`src/rtl/microcode_sequencer.sv`:
```
// Microcode sequencer: fetches opcode bytes (with 0xCB prefix), walks micro-ops through the ROM,
// stalls on bus accesses, and handles HALT, interrupt entry and a runaway-sequence trap.
//   state    | meaning
//   FETCH    | requesting opcode or prefix byte
//   FETCH_CB | prefix seen, requesting second byte
//   EXEC     | micro-op at uop_addr is live
//   HALT     | waiting for any pending interrupt
//   TRAP     | step limit exceeded, frozen until reset
module microcode_sequencer #(
    parameter logic [7:0]  CB_PREFIX = 8'hCB,
    parameter logic [7:0]  HALT_OP   = 8'h76,
    parameter logic [8:0]  IRQ_UADDR = 9'h1B0,
    parameter int unsigned MAX_STEPS = 16
) (
    input  logic       i_clk,
    input  logic       i_rst,
    output logic       o_fetch_req,
    input  logic       i_fetch_valid,
    input  logic [7:0] i_fetch_byte,
    output logic       o_pc_inc,
    output logic [8:0] o_uop_addr,
    output logic       o_uop_valid,
    input  logic       i_uop_last,
    input  logic [8:0] i_uop_next,
    input  logic       i_uop_mem,
    input  logic       i_mem_ready,
    input  logic       i_irq_pending,
    input  logic       i_ime,
    output logic       o_irq_ack,
    output logic       o_halted,
    output logic       o_fault
);

    typedef enum logic [2:0] {
        S_FETCH,
        S_FETCH_CB,
        S_EXEC,
        S_HALT,
        S_TRAP
    } state_t;

    localparam logic [4:0] LP_LAST_STEP = 5'(MAX_STEPS - 1);

    state_t     r_state;
    logic [8:0] r_uop_addr;
    logic [4:0] r_cnt;
    logic       r_cb;
    logic       r_halt_op;
    logic       r_fetch_req;
    logic       r_pc_inc;
    logic       r_uop_valid;
    logic       r_irq_ack;
    logic       r_halted;
    logic       r_fault;

    state_t     w_state_nxt;
    logic [8:0] w_addr_nxt;
    logic [4:0] w_cnt_nxt;
    logic       w_cb_nxt;
    logic       w_halt_op_nxt;
    logic       w_pc_inc_nxt;
    logic       w_irq_ack_nxt;
    logic       w_fault_nxt;
    logic       w_fetch_ok;
    logic       w_retire;
    logic       w_take_irq;

    always_comb begin
        w_state_nxt   = r_state;
        w_addr_nxt    = r_uop_addr;
        w_cnt_nxt     = r_cnt;
        w_cb_nxt      = r_cb;
        w_halt_op_nxt = r_halt_op;
        w_pc_inc_nxt  = 1'b0;
        w_irq_ack_nxt = 1'b0;
        w_fault_nxt   = r_fault;
        // a byte only counts once the request is actually visible on the bus
        w_fetch_ok    = i_fetch_valid && r_fetch_req;
        w_retire      = !i_uop_mem || i_mem_ready;
        w_take_irq    = i_ime && i_irq_pending;

        case (r_state)
            S_FETCH: begin
                if (w_fetch_ok) begin
                    w_pc_inc_nxt = 1'b1;
                    if (i_fetch_byte == CB_PREFIX) begin
                        w_cb_nxt      = 1'b1;
                        w_halt_op_nxt = 1'b0;
                        w_state_nxt   = S_FETCH_CB;
                    end else begin
                        w_cb_nxt      = 1'b0;
                        w_halt_op_nxt = (i_fetch_byte == HALT_OP);
                        w_addr_nxt    = {1'b0, i_fetch_byte};
                        w_state_nxt   = S_EXEC;
                    end
                end
            end
            S_FETCH_CB: begin
                if (w_fetch_ok) begin
                    w_pc_inc_nxt = 1'b1;
                    w_addr_nxt   = {1'b1, i_fetch_byte};
                    w_state_nxt  = S_EXEC;
                end
            end
            S_EXEC: begin
                if (r_uop_valid && w_retire) begin
                    if (!i_uop_last) begin
                        if (r_cnt == LP_LAST_STEP) begin
                            w_fault_nxt = 1'b1;
                            w_state_nxt = S_TRAP;
                        end else begin
                            w_addr_nxt = i_uop_next;
                            w_cnt_nxt  = r_cnt + 5'd1;
                        end
                    end else begin
                        w_cnt_nxt = 5'd0;
                        // interrupts are only sampled at an instruction boundary
                        if (w_take_irq) begin
                            w_addr_nxt    = IRQ_UADDR;
                            w_irq_ack_nxt = 1'b1;
                            w_halt_op_nxt = 1'b0;
                            w_cb_nxt      = 1'b0;
                        end else if (r_halt_op) begin
                            w_state_nxt = S_HALT;
                        end else begin
                            w_state_nxt = S_FETCH;
                        end
                    end
                end
            end
            S_HALT: begin
                if (i_irq_pending) begin
                    if (i_ime) begin
                        w_addr_nxt    = IRQ_UADDR;
                        w_irq_ack_nxt = 1'b1;
                        w_halt_op_nxt = 1'b0;
                        w_cb_nxt      = 1'b0;
                        w_state_nxt   = S_EXEC;
                    end else begin
                        w_state_nxt = S_FETCH;
                    end
                end
            end
            S_TRAP: begin
                w_state_nxt = S_TRAP;
            end
            default: begin
                w_state_nxt = S_FETCH;
            end
        endcase
    end

    always_ff @(posedge i_clk or posedge i_rst) begin
        if (i_rst) begin
            r_state     <= S_FETCH;
            r_uop_addr  <= 9'd0;
            r_cnt       <= 5'd0;
            r_cb        <= 1'b0;
            r_halt_op   <= 1'b0;
            r_fetch_req <= 1'b0;
            r_pc_inc    <= 1'b0;
            r_uop_valid <= 1'b0;
            r_irq_ack   <= 1'b0;
            r_halted    <= 1'b0;
            r_fault     <= 1'b0;
        end else begin
            r_state     <= w_state_nxt;
            r_uop_addr  <= w_addr_nxt;
            r_cnt       <= w_cnt_nxt;
            r_cb        <= w_cb_nxt;
            r_halt_op   <= w_halt_op_nxt;
            r_fetch_req <= (w_state_nxt == S_FETCH) || (w_state_nxt == S_FETCH_CB);
            r_pc_inc    <= w_pc_inc_nxt;
            r_uop_valid <= (w_state_nxt == S_EXEC);
            r_irq_ack   <= w_irq_ack_nxt;
            r_halted    <= (w_state_nxt == S_HALT);
            r_fault     <= w_fault_nxt;
        end
    end

    assign o_fetch_req = r_fetch_req;
    assign o_pc_inc    = r_pc_inc;
    assign o_uop_addr  = r_uop_addr;
    assign o_uop_valid = r_uop_valid;
    assign o_irq_ack   = r_irq_ack;
    assign o_halted    = r_halted;
    assign o_fault     = r_fault;

endmodule

```
`config.mk`:
```
export PLATFORM = sky130hd
export DESIGN_NAME = microcode_sequencer
export DESIGN_NICKNAME = d
export VERILOG_FILES = /design/src/rtl/microcode_sequencer.sv
export SDC_FILE = /design/constraint.sdc
export NUM_CORES = 1
export LEC_CHECK = 0
export ABC_AREA = 1
export BUFFER_PORTS_ARGS = -buffer_cell sky130_fd_sc_hd__buf_2
export CAP_MARGIN = 20
export CORE_MARGIN = 2
export CORE_UTILIZATION = 46
export DETAILED_ROUTE_END_ITERATION = 8
export GPL_TIMING_DRIVEN = 0
export PLACE_DENSITY = 0.75
export SYNTH_ARGS = -nofsm -noshare
export SYNTH_HDL_FRONTEND = slang
export SYNTH_SLANG_ARGS = --single-unit
```
`constraint.sdc`:
```
create_clock -name i_clk -period 1.7 [get_ports i_clk]
set_input_delay 0.085 -clock i_clk [delete_from_list [all_inputs] [get_ports i_clk]]
set_output_delay 0.085 -clock i_clk [all_outputs]
set_load 0.03 [all_outputs]
```
* Word-level counts from Yosys, hierarchy flattened
Index checks and enable logic that the tools add are counted.
Operators by class: add/sub/neg operators 1, multipliers 0, divide/modulo/power cells 0, $lt $le $gt $ge 0, equality and inequality tests 21, shifts and indexed selects 0, muxes and demuxes 39, bitwise operators 1, reduce and logical (&&, ||, !) cells 15
Operators by type and width (count):
- two-way mux 9 bit | 9
- one-hot mux 9 bit (4 select lines) | 1
- two-way mux 3 bit | 7
- inequality test 2 bit, second input constant | 9
- one-hot mux 3 bit (5 select lines) | 1
- two-way mux 1 bit | 14
- == test 3 x 2 -> 1 bit, second input constant | 4
- two-way mux 5 bit | 2
- AND reduction 9 bit | 1
- == test 8 x 7 -> 1 bit, second input constant | 1
- == test 8 bit, second input constant | 1
- AND reduction 7 bit | 1
- == test 3 x 1 -> 1 bit, second input constant | 2
- logical NOT 3 bit | 2
- two-way mux 2 bit | 3
- inequality test 3 bit, second input constant | 2
- adder 5 x 1 -> 5 bit, second input constant | 1
- == test 5 x 4 -> 1 bit, second input constant | 1
- AND reduction 4 bit | 1
- nonzero test 4 bit | 1
- == test 3 bit, second input constant | 1
- logical AND 1 bit | 3
- one-hot mux 1 bit (3 select lines) | 1
- AND reduction 3 bit | 1
- 6 further kinds | 7
Storage, ports and cells: register bits 24, latch bits 0, memory bits (writable) 0, memory bits (read-only) 0, input bits 25, word-level logic and storage cells 87, memories 0

* Logic depth before layout (Yosys ltp)
Gate-level depths: netlist of run 1.
depth after elaboration 7, depth in mapped cells 11, depth with buffers taken out 11

* Least setup slack after synthesis of run 1
OpenSTA, ideal clock, no wires.
kind register -> register, start point register r_cnt[0], end point register r_cnt[3], arrival time 1.619 ns, slack -0.014 ns, stages on the path, launching flop included 9, path buffers 0, period minus slack after synthesis 1.714 ns, cells stage by stage dfrtp_1 -> ha_1 -> and3_1 -> ha_1 -> inv_1 -> nor2_1 -> nor2_1 -> nand2_1 -> o31ai_1
On the way: cells in the longest elaborated chain, start to end 3, elaborated cells between the ends (all ways) 6
RTL lines:
- start, declared | RTL line 46 | logic [4:0] r_cnt;
- start signal, assigned | RTL line 169 | r_cnt <= w_cnt_nxt;
- adder 5 x 1 -> 5 bit / == test 5 x 4 -> 1 bit (equally long branches) | RTL line 113, 108
- two-way mux 5 bit / inequality test 2 bit (equally long branches)
- two-way mux 5 bit / AND reduction 3 bit (equally long branches)
Parallel ways exist; a longest one is shown, timed or not. The select of a mux whose other input is x is not followed. A chain may end at the register's enable or synchronous reset.

* Worst setup path after layout of run 1
start point register r_cnt[0], end point register r_uop_addr[6] (netlist: o_uop_addr[6])
On the way: cells in the longest elaborated chain, start to end 3
RTL lines:
- == test 5 x 4 -> 1 bit | RTL line 108 | if (r_cnt == LP_LAST_STEP) begin
- inequality test 3 bit (no line)
- AND reduction 9 bit (no line)
- end signal, assigned | RTL line 168 | r_uop_addr <= w_addr_nxt;
- end, declared | RTL line 45 | logic [8:0] r_uop_addr;
No other way between the ends.

==> run_results.csv, run 1 <==
group,metric,value,unit
pwr,p_int,0.001551,W
pwr,power_frac_seq,28.9,%
route,antenna_left,0,
floorplan,coreArea,3003,µm²
sta,hold_slack,0.07493,ns
synth,synth_xor_xnor_area_share,1.236,%
pwr,p_per_area,1667,nW/µm²
sta,rsz0062_at_grt,"yes",
cells_and_area,area_delta_synth_final,33.19,%
setup_path,reg2reg_depth,11,
job,maxCapViolations,0,
synth,syn-cell-area,1418,µm²
cells_and_area,finish.utilization,62.88,%
pwr,power.share.clock,9.8,%
place,post-place-ws,-0.2148,ns
setup_path,rrSetupSlack,-0.03,ns
setup_path,slowest_delay,0.41,ns
global_route,antenna_found_initial,0,
clocking,cts_buffer_depth,2,
floorplan,rows,20,
global_route,grtUsageTotal,21.35,%
clocking,cts-root-buf,"clkbuf_4",
sta,finalMaxSlewViolations,0,
setup_path,path_depth,11,
pwr,p_sw_share,50.73,%
cells_and_area,nFillCells,261,
route,routed_via_density,5.225,
setup_path,start_kind,"flip-flop",
floorplan,die_x,59.52,µm
route,dr.first_iter.drc_count,87,
floorplan,dieHeight,59.52,µm
synth,synth_fp_nets,226,
place,portBuffers,38,
synth,ys_seq_area_share,42.37,%
clocking,cts.sinks,24,
synth,synth_top_area_share,42.37,%
synth,yosys.area_share.simple,41.75,%
hold_path,min_path_type,"in -> reg",
synth,yosysWarnings,0,
run_status,violations,"negative setup slack",
setup_path,r2r-start,"r_cnt[0]",
pwr,power.leakage,1.007,nW
setup_path,cp-end-kind,"flip-flop",
cells_and_area,antenna_cells,0,
global_route,grt_pass1_vias,1305,
clocking,clk_latency,0.32,ns
setup_path,cpLargestDelayFamily,"simple AND/OR/NAND/NOR gates",
pwr,ir_worst_vdd,0.7331,mV
synth,synthCells,199,
route,drc_errors,0,
setup_path,critPathRequiredTime,1.93,ns
sta,post-route-period-util,102.0,%
setup_path,crit_arrival,1.97,ns
clocking,cts_max_level,1,
place,post-place-cells,270,
route,vias,1484,
place,dp_hpwl,2.330,mm
setup_path,crit_chain,"ha_2 > and3_4 > ha_4 > inv_4 > nor2_4 > nand3_2 > nand2_2 > nor2_4 > nand3_4 > nand2_2 > nand2_1",
sta,fin_skew,0.007983,ns
global_route,grt_pass1_wl,5.740,mm
sta,setup_viol,5,
setup_path,worstReg2RegEnd,"o_uop_addr[6]",
synth,synth_seq_cells,24,
setup_path,path_class,"reg -> reg",
clocking,clk_pin_slew,0.14,ns
route,drt-total-wl,3.475,mm
sta,min_period,1.734,ns
synth,synth_compound_area_share,8.032,%
place,placed_area,1654,µm²
sta,tightest_slew,0.9058,ns
synth,synthAdderAreaFrac,1.765,%
sta,layout_setup_ws,-0.03419,ns
synth,synth_top_flop_cell,"dfrtp_1",
floorplan,ios,40,
route,wl_per_cell,12.24,µm
global_route,grt_max_degree,25,
pwr,p_sw,0.001597,W
cells_and_area,drive_gt1_share,35.86,%
synth,synth.area.mux_share,0,%
run_status,status,"complete, but fails checks",
cells_and_area,nNetsFinal,279,
synth,yosys.cell_types.count,25,
floorplan,initial_core_util,47.21,%
hold_path,worstHoldStart,"i_uop_next[3]",
sta,relSlewSlack,39.54,%
hold_path,hold_depth,5,
synth,synth_top_family_by_area,"simple AND/OR/NAND/NOR gates",
floorplan,design.die.area,3542,µm²
synth,synth-async-reset-ratio,100.0,%
synth,synth.area.top_cells,"dfrtp_1 42%, nand2_1 19%, nor2_1 7.1%",
setup_path,path_max_fanout,5,
clocking,cts-buffers-inserted,3,
global_route,overflow,0,
sta,hold_violations,0,
setup_path,cp_slowest_cell,"dfrtp_1",
synth,synth_edf_count,0,
synth,syn_area_per_cell,7.124,µm²
synth,synth_top_cell_by_area,"dfrtp_1",
sta,fmax,576.6,MHz
pwr,p_comb_share,61.3,%
place,gp_routability_congestion,0.8285,
clocking,cts_tree,"built",
hold_path,min_to,"o_uop_addr[3]",
cells_and_area,final_cells,284,
setup_path,path_buf_inv,1,
cells_and_area,stdcell_area,1888,µm²
route,first_pass_iters,4,
## state kept, by name, summed over array words and instances, names as in the netlist
signal and cells:
o_fault 1, o_fetch_req 1, o_halted 1, o_irq_ack 1, o_pc_inc 1, o_uop_addr 9
o_uop_valid 1, r_cnt 5, r_halt_op 1, r_state 3
## kinds of logic (layout without fill, tap and decap cells)
kind of cell / after synthesis / count (layout)
simple gates: 133 / 135
flops: 24 / 24
compound gates: 20 / 20
buf+inv: 18 / 68
fa+ha+maj: 2 / 2
xor+xnor: 2 / 2
## worst register-to-register path, stage by stage (launching register included)
cell and delay (ns):
dfrtp_1 0.41, ha_2 0.19, and3_4 0.18, ha_4 0.16, inv_4 0.06, nor2_4 0.05, nand3_2 0.09, nand2_2 0.07
nor2_4 0.18, nand3_4 0.14, nand2_2 0.09, nand2_1 0.05
## power groups by stage
| stage | sequential, W | combinational, W | clock, W |
|---|---|---|---|
| after floorplan | 0.00118 | 0.000935 | 0 |
| after global placement | 0.000916 | 0.00157 | 0 |
| after detailed placement | 0.000920 | 0.00158 | 0 |
| after CTS | 0.000901 | 0.00179 | 0.000312 |
| after global routing | 0.000931 | 0.00215 | 0.000336 |
| final | 0.000911 | 0.00193 | 0.000308 |
## what timing repair did
| action | CTS | global route |
|---|---|---|
| hold buffers | 1 | 0 |
| buffers inserted | 4 | 3 |
| cloned | 2 | 0 |
| setup endpoints to repair | 14 | 15 |
| endpoints found under the hold margin | 24 | 0 |
| pin swaps | 8 | 7 |
| resized for setup | 22 | 9 |
## Yosys cell counts, types with 2 or more instances
cell     count
nand2_1     70
nor2_1      27
dfrtp_1     24
nand3_1     20
inv_1       14
a21oi_1      7
o21ai_0      6
nor2_4       5
inv_2        3
nand2_2      3
ha_1         2
nand4_1      2
nor2_2       2
o21a_1       2
o31ai_1      2
## placed cells by master (no fill, tap or decap)
| cell type | netlist | layout |
|---|---|---|
| a21oi_1 | 7 | 5 |
| a21oi_2 | 0 | 2 |
| a22oi_1 | 1 | 1 |
| and3_4 | 0 | 1 |
| buf_2 | 1 | 39 |
| buf_4 | 0 | 7 |
| clkbuf_4 | 0 | 3 |
| clkbuf_8 | 0 | 1 |
| dfrtp_1 | 24 | 24 |
| dlygate4sd3_1 | 0 | 1 |
| ha_2 | 0 | 1 |
| ha_4 | 0 | 1 |
| inv_1 | 14 | 13 |
| inv_2 | 3 | 3 |
| inv_4 | 0 | 1 |
| nand2_1 | 70 | 63 |
| nand2_2 | 3 | 10 |
| nand3_1 | 20 | 14 |
| nand3_2 | 1 | 6 |
| nand3_4 | 0 | 2 |
| nand4_1 | 2 | 2 |
| nor2_1 | 27 | 24 |
| nor2_2 | 2 | 2 |
| nor2_4 | 5 | 9 |
| nor3_1 | 1 | 1 |
| o21a_1 | 2 | 2 |
| o21ai_0 | 6 | 6 |
| o21ai_2 | 0 | 1 |
| o22ai_1 | 1 | 1 |
| o31ai_1 | 2 | 2 |
| or2_2 | 1 | 1 |
| xnor2_1 | 1 | 1 |
| xor2_1 | 1 | 1 |
## final cells by class
cell class | instances | area, µm² | area share (%)
buffer | 1 | 5.005 | 0.2651
clock buffer | 4 | 36.28 | 1.922
inverter | 17 | 66.31 | 3.512
multi-input combinational | 159 | 885.9 | 46.92
sequential | 24 | 600.6 | 31.81
tap | 33 | 41.29 | 2.187
timing repair buffer | 46 | 252.7 | 13.39
## metrics by stage
stage / TNS [ns] / total power, W
floorplan: 0 / 0.002111
global placement: -2.292 / 0.002485
detailed placement: -2.490 / 0.002500
CTS: -0.02812 / 0.003008
global route: -1.214 / 0.003417
finish: -0.1460 / 0.003147
## per-layer routing
layer,track usage (%),share of wire [%]
met1,30.11,46
met2,33.44,47
met3,2.620,4.8
met4,8.254,2.2
met5,0,0
## how the worst max path moves through the flow
stage                  start            end  slack (ns)
global route        r_cnt[0]  o_uop_addr[7]       -0.14
global placement    r_cnt[0]  o_uop_addr[2]       -0.19
floorplan           r_cnt[0]       r_cnt[3]       0.001
detailed placement  r_cnt[0]       r_cnt[3]       -0.21
finish              r_cnt[0]  o_uop_addr[6]       -0.03
CTS                 r_cnt[1]  o_uop_addr[7]       -0.01
(Power assumes the default switching activity.)
==> inputs of run 2 (changes only) <==
--- a/config.mk
+++ b/config.mk
@@ -6,13 +6,13 @@
 export NUM_CORES = 1
 export LEC_CHECK = 0
 export ABC_AREA = 1
-export BUFFER_PORTS_ARGS = -buffer_cell sky130_fd_sc_hd__buf_2
 export CAP_MARGIN = 20
 export CORE_MARGIN = 2
-export CORE_UTILIZATION = 46
+export CORE_UTILIZATION = 56
 export DETAILED_ROUTE_END_ITERATION = 8
+export DONT_BUFFER_PORTS = 1
 export GPL_TIMING_DRIVEN = 0
-export PLACE_DENSITY = 0.75
+export PLACE_DENSITY = 0.83
 export SYNTH_ARGS = -nofsm -noshare
 export SYNTH_HDL_FRONTEND = slang
 export SYNTH_SLANG_ARGS = --single-unit
==> run_results.csv, run 2 (synthesis results as in run 1) <==
group,metric,value,unit
setup_path,cp-end-kind,"flip-flop",
sta,post-route-period-util,103.7,%
setup_path,path_class,"reg -> reg",
sta,finalMaxSlewViolations,0,
setup_path,critPathRequiredTime,1.92,ns
place,dp_hpwl,2.437,mm
setup_path,cp_slowest_cell,"dfrtp_1",
job,maxCapViolations,0,
floorplan,dieHeight,54.32,µm
cells_and_area,final_cells,242,
floorplan,rows,18,
setup_path,slowest_delay,0.42,ns
clocking,clk_latency,0.31,ns
setup_path,crit_chain,"ha_2 > and3_4 > ha_4 > inv_4 > nor2_4 > nand3_2 > nand2_2 > nor2_4 > nand3_4 > nand2_1 > nand2_1",
cells_and_area,area_delta_synth_final,19.15,%
pwr,power.leakage,0.8369,nW
global_route,antenna_found_initial,0,
sta,fmax,567.4,MHz
route,first_pass_iters,4,
sta,setup_viol,9,
floorplan,design.die.area,2950,µm²
floorplan,ios,40,
sta,relSlewSlack,40.19,%
hold_path,min_path_type,"in -> reg",
clocking,cts-root-buf,"clkbuf_4",
pwr,ir_worst_vdd,1.151,mV
cells_and_area,antenna_cells,0,
place,portBuffers,0,
cells_and_area,largest_register_ffs,9,
global_route,grt_pass1_vias,1261,
floorplan,initial_core_util,58.28,%
clocking,cts_max_level,1,
setup_path,path_max_fanout,5,
cells_and_area,final_common_cell,"nand2_1",
route,drt-total-wl,3.855,mm
clocking,cts_buffer_depth,2,
run_status,violations,"negative setup slack",
floorplan,die_x,54.32,µm
route,antenna_left,0,
cells_and_area,drive_gt1_share,24.06,%
place,gp_routability_congestion,0.9025,
clocking,cts-buffers-inserted,3,
sta,tightest_slew,0.8961,ns
route,routed_via_density,5.913,
global_route,grtUsageTotal,26.07,%
global_route,overflow,0,
pwr,p_per_area,1788,nW/µm²
setup_path,crit_arrival,1.98,ns
place,post-place-ws,-0.2197,ns
clocking,clk_pin_slew,0.13,ns
setup_path,start_kind,"flip-flop",
cells_and_area,final_cell_mix,"63 x nand2_1, 24 x nor2_1, 23 x dfrtp_1, 17 x nand3_1, 12 x inv_1",
route,wl_per_cell,15.93,µm
sta,fin_skew,0.004762,ns
global_route,grt_pass1_wl,5.575,mm
global_route,grt_max_degree,25,
route,vias,1431,
run_status,status,"complete, but fails checks",
sta,min_period,1.762,ns
clocking,cts.sinks,24,
clocking,cts_tree,"built",
floorplan,coreArea,2432,µm²
route,drc_errors,0,
sta,hold_violations,0,
place,post-place-cells,229,
route,dr.first_iter.drc_count,49,
sta,rsz0062_at_grt,"yes",
cells_and_area,nNetsFinal,241,
sta,layout_setup_ws,-0.06248,ns
run 2: cell types whose count changed in the layout (fill, tap and decap cells not counted), sizes merged:
cell	previous run	this run
clkbuf	4	3
buf	46	7
dlygate4sd3	1	2
run 2: final cells by class:
cell class,count,area (µm²)
Inverter,17,66.31
Fill cell,197,743.2
Buffer,1,5.005
Clock buffer,3,22.52
Timing Repair Buffer,8,65.06
Tap cell,30,37.54
Sequential cell,24,601.8
Multi-Input combinational cell,159,890.9
run 2: layer usage:
layer | GRT usage, % | part of all wire (%) | up-vias
li1 | - | - | 670
met1 | 34.08 | 40 | 675
met2 | 42.57 | 51 | 76
met3 | 4.098 | 7.2 | 10
met4 | 11.25 | 2.2 | 0
met5 | 0 | 0 | -
run 2: path summary, 6_finish.rpt:
check / depth (start not counted) / startpoint / endpoint / slack, ns
worst max-delay path: 11 / r_cnt[0] / o_uop_addr[1] / -0.06
worst min-delay path: 2 / i_fetch_valid / o_pc_inc / 0.004
worst max register to register: 11 / r_cnt[0] / o_uop_addr[1] / -0.06
worst min register to register: 2 / r_halt_op / r_halt_op / 0.49
max in group asynchronous: 2 / i_rst / o_fetch_req / 0.70
min in group asynchronous: 2 / i_rst / r_cnt[2] / 0.40
run 2: stage by stage:
step                      power (W)  cell area [µm²]  setup TNS (ns)  utilization, %  hold WS, ns
after floorplan            0.002111             1423               0               -      0.09962
after global placement     0.002305             1460          -1.655           60.03       0.1962
after detailed placement   0.002368             1460          -2.498           60.03       0.2140
after CTS                  0.002735             1603         -0.2774           65.90     0.009691
after global routing       0.003218             1689          -1.212           69.44    -0.003246
final                      0.003020             1689         -0.3871           69.44     0.003758
run 2: repair_timing:
item	in CTS	in global routing
cloned	2	0
setup endpoints to repair	14	18
hold buffers	2	0
gates resized for setup	14	20
endpoints found under the hold margin	25	0
setup buffers	5	2
pin swaps	9	8
run 2: power by group:
part           total (W)  leakage, nW  switching, W  internal (W)
clock network   0.000249       0.0138      0.000166     0.0000829
logic            0.00155        0.520       0.00101      0.000543
registers        0.00122        0.304      0.000447      0.000774
total            0.00302        0.837       0.00162       0.00140
run 2: worst max-delay path: cells and delay by family (launching register included):
kind / cells / cell delay (ns)
adder cells (fa/ha/maj): 2 / 0.36
buffers and inverters: 1 / 0.06
flip-flops: 1 / 0.42
AND/OR/NAND/NOR: 8 / 0.82
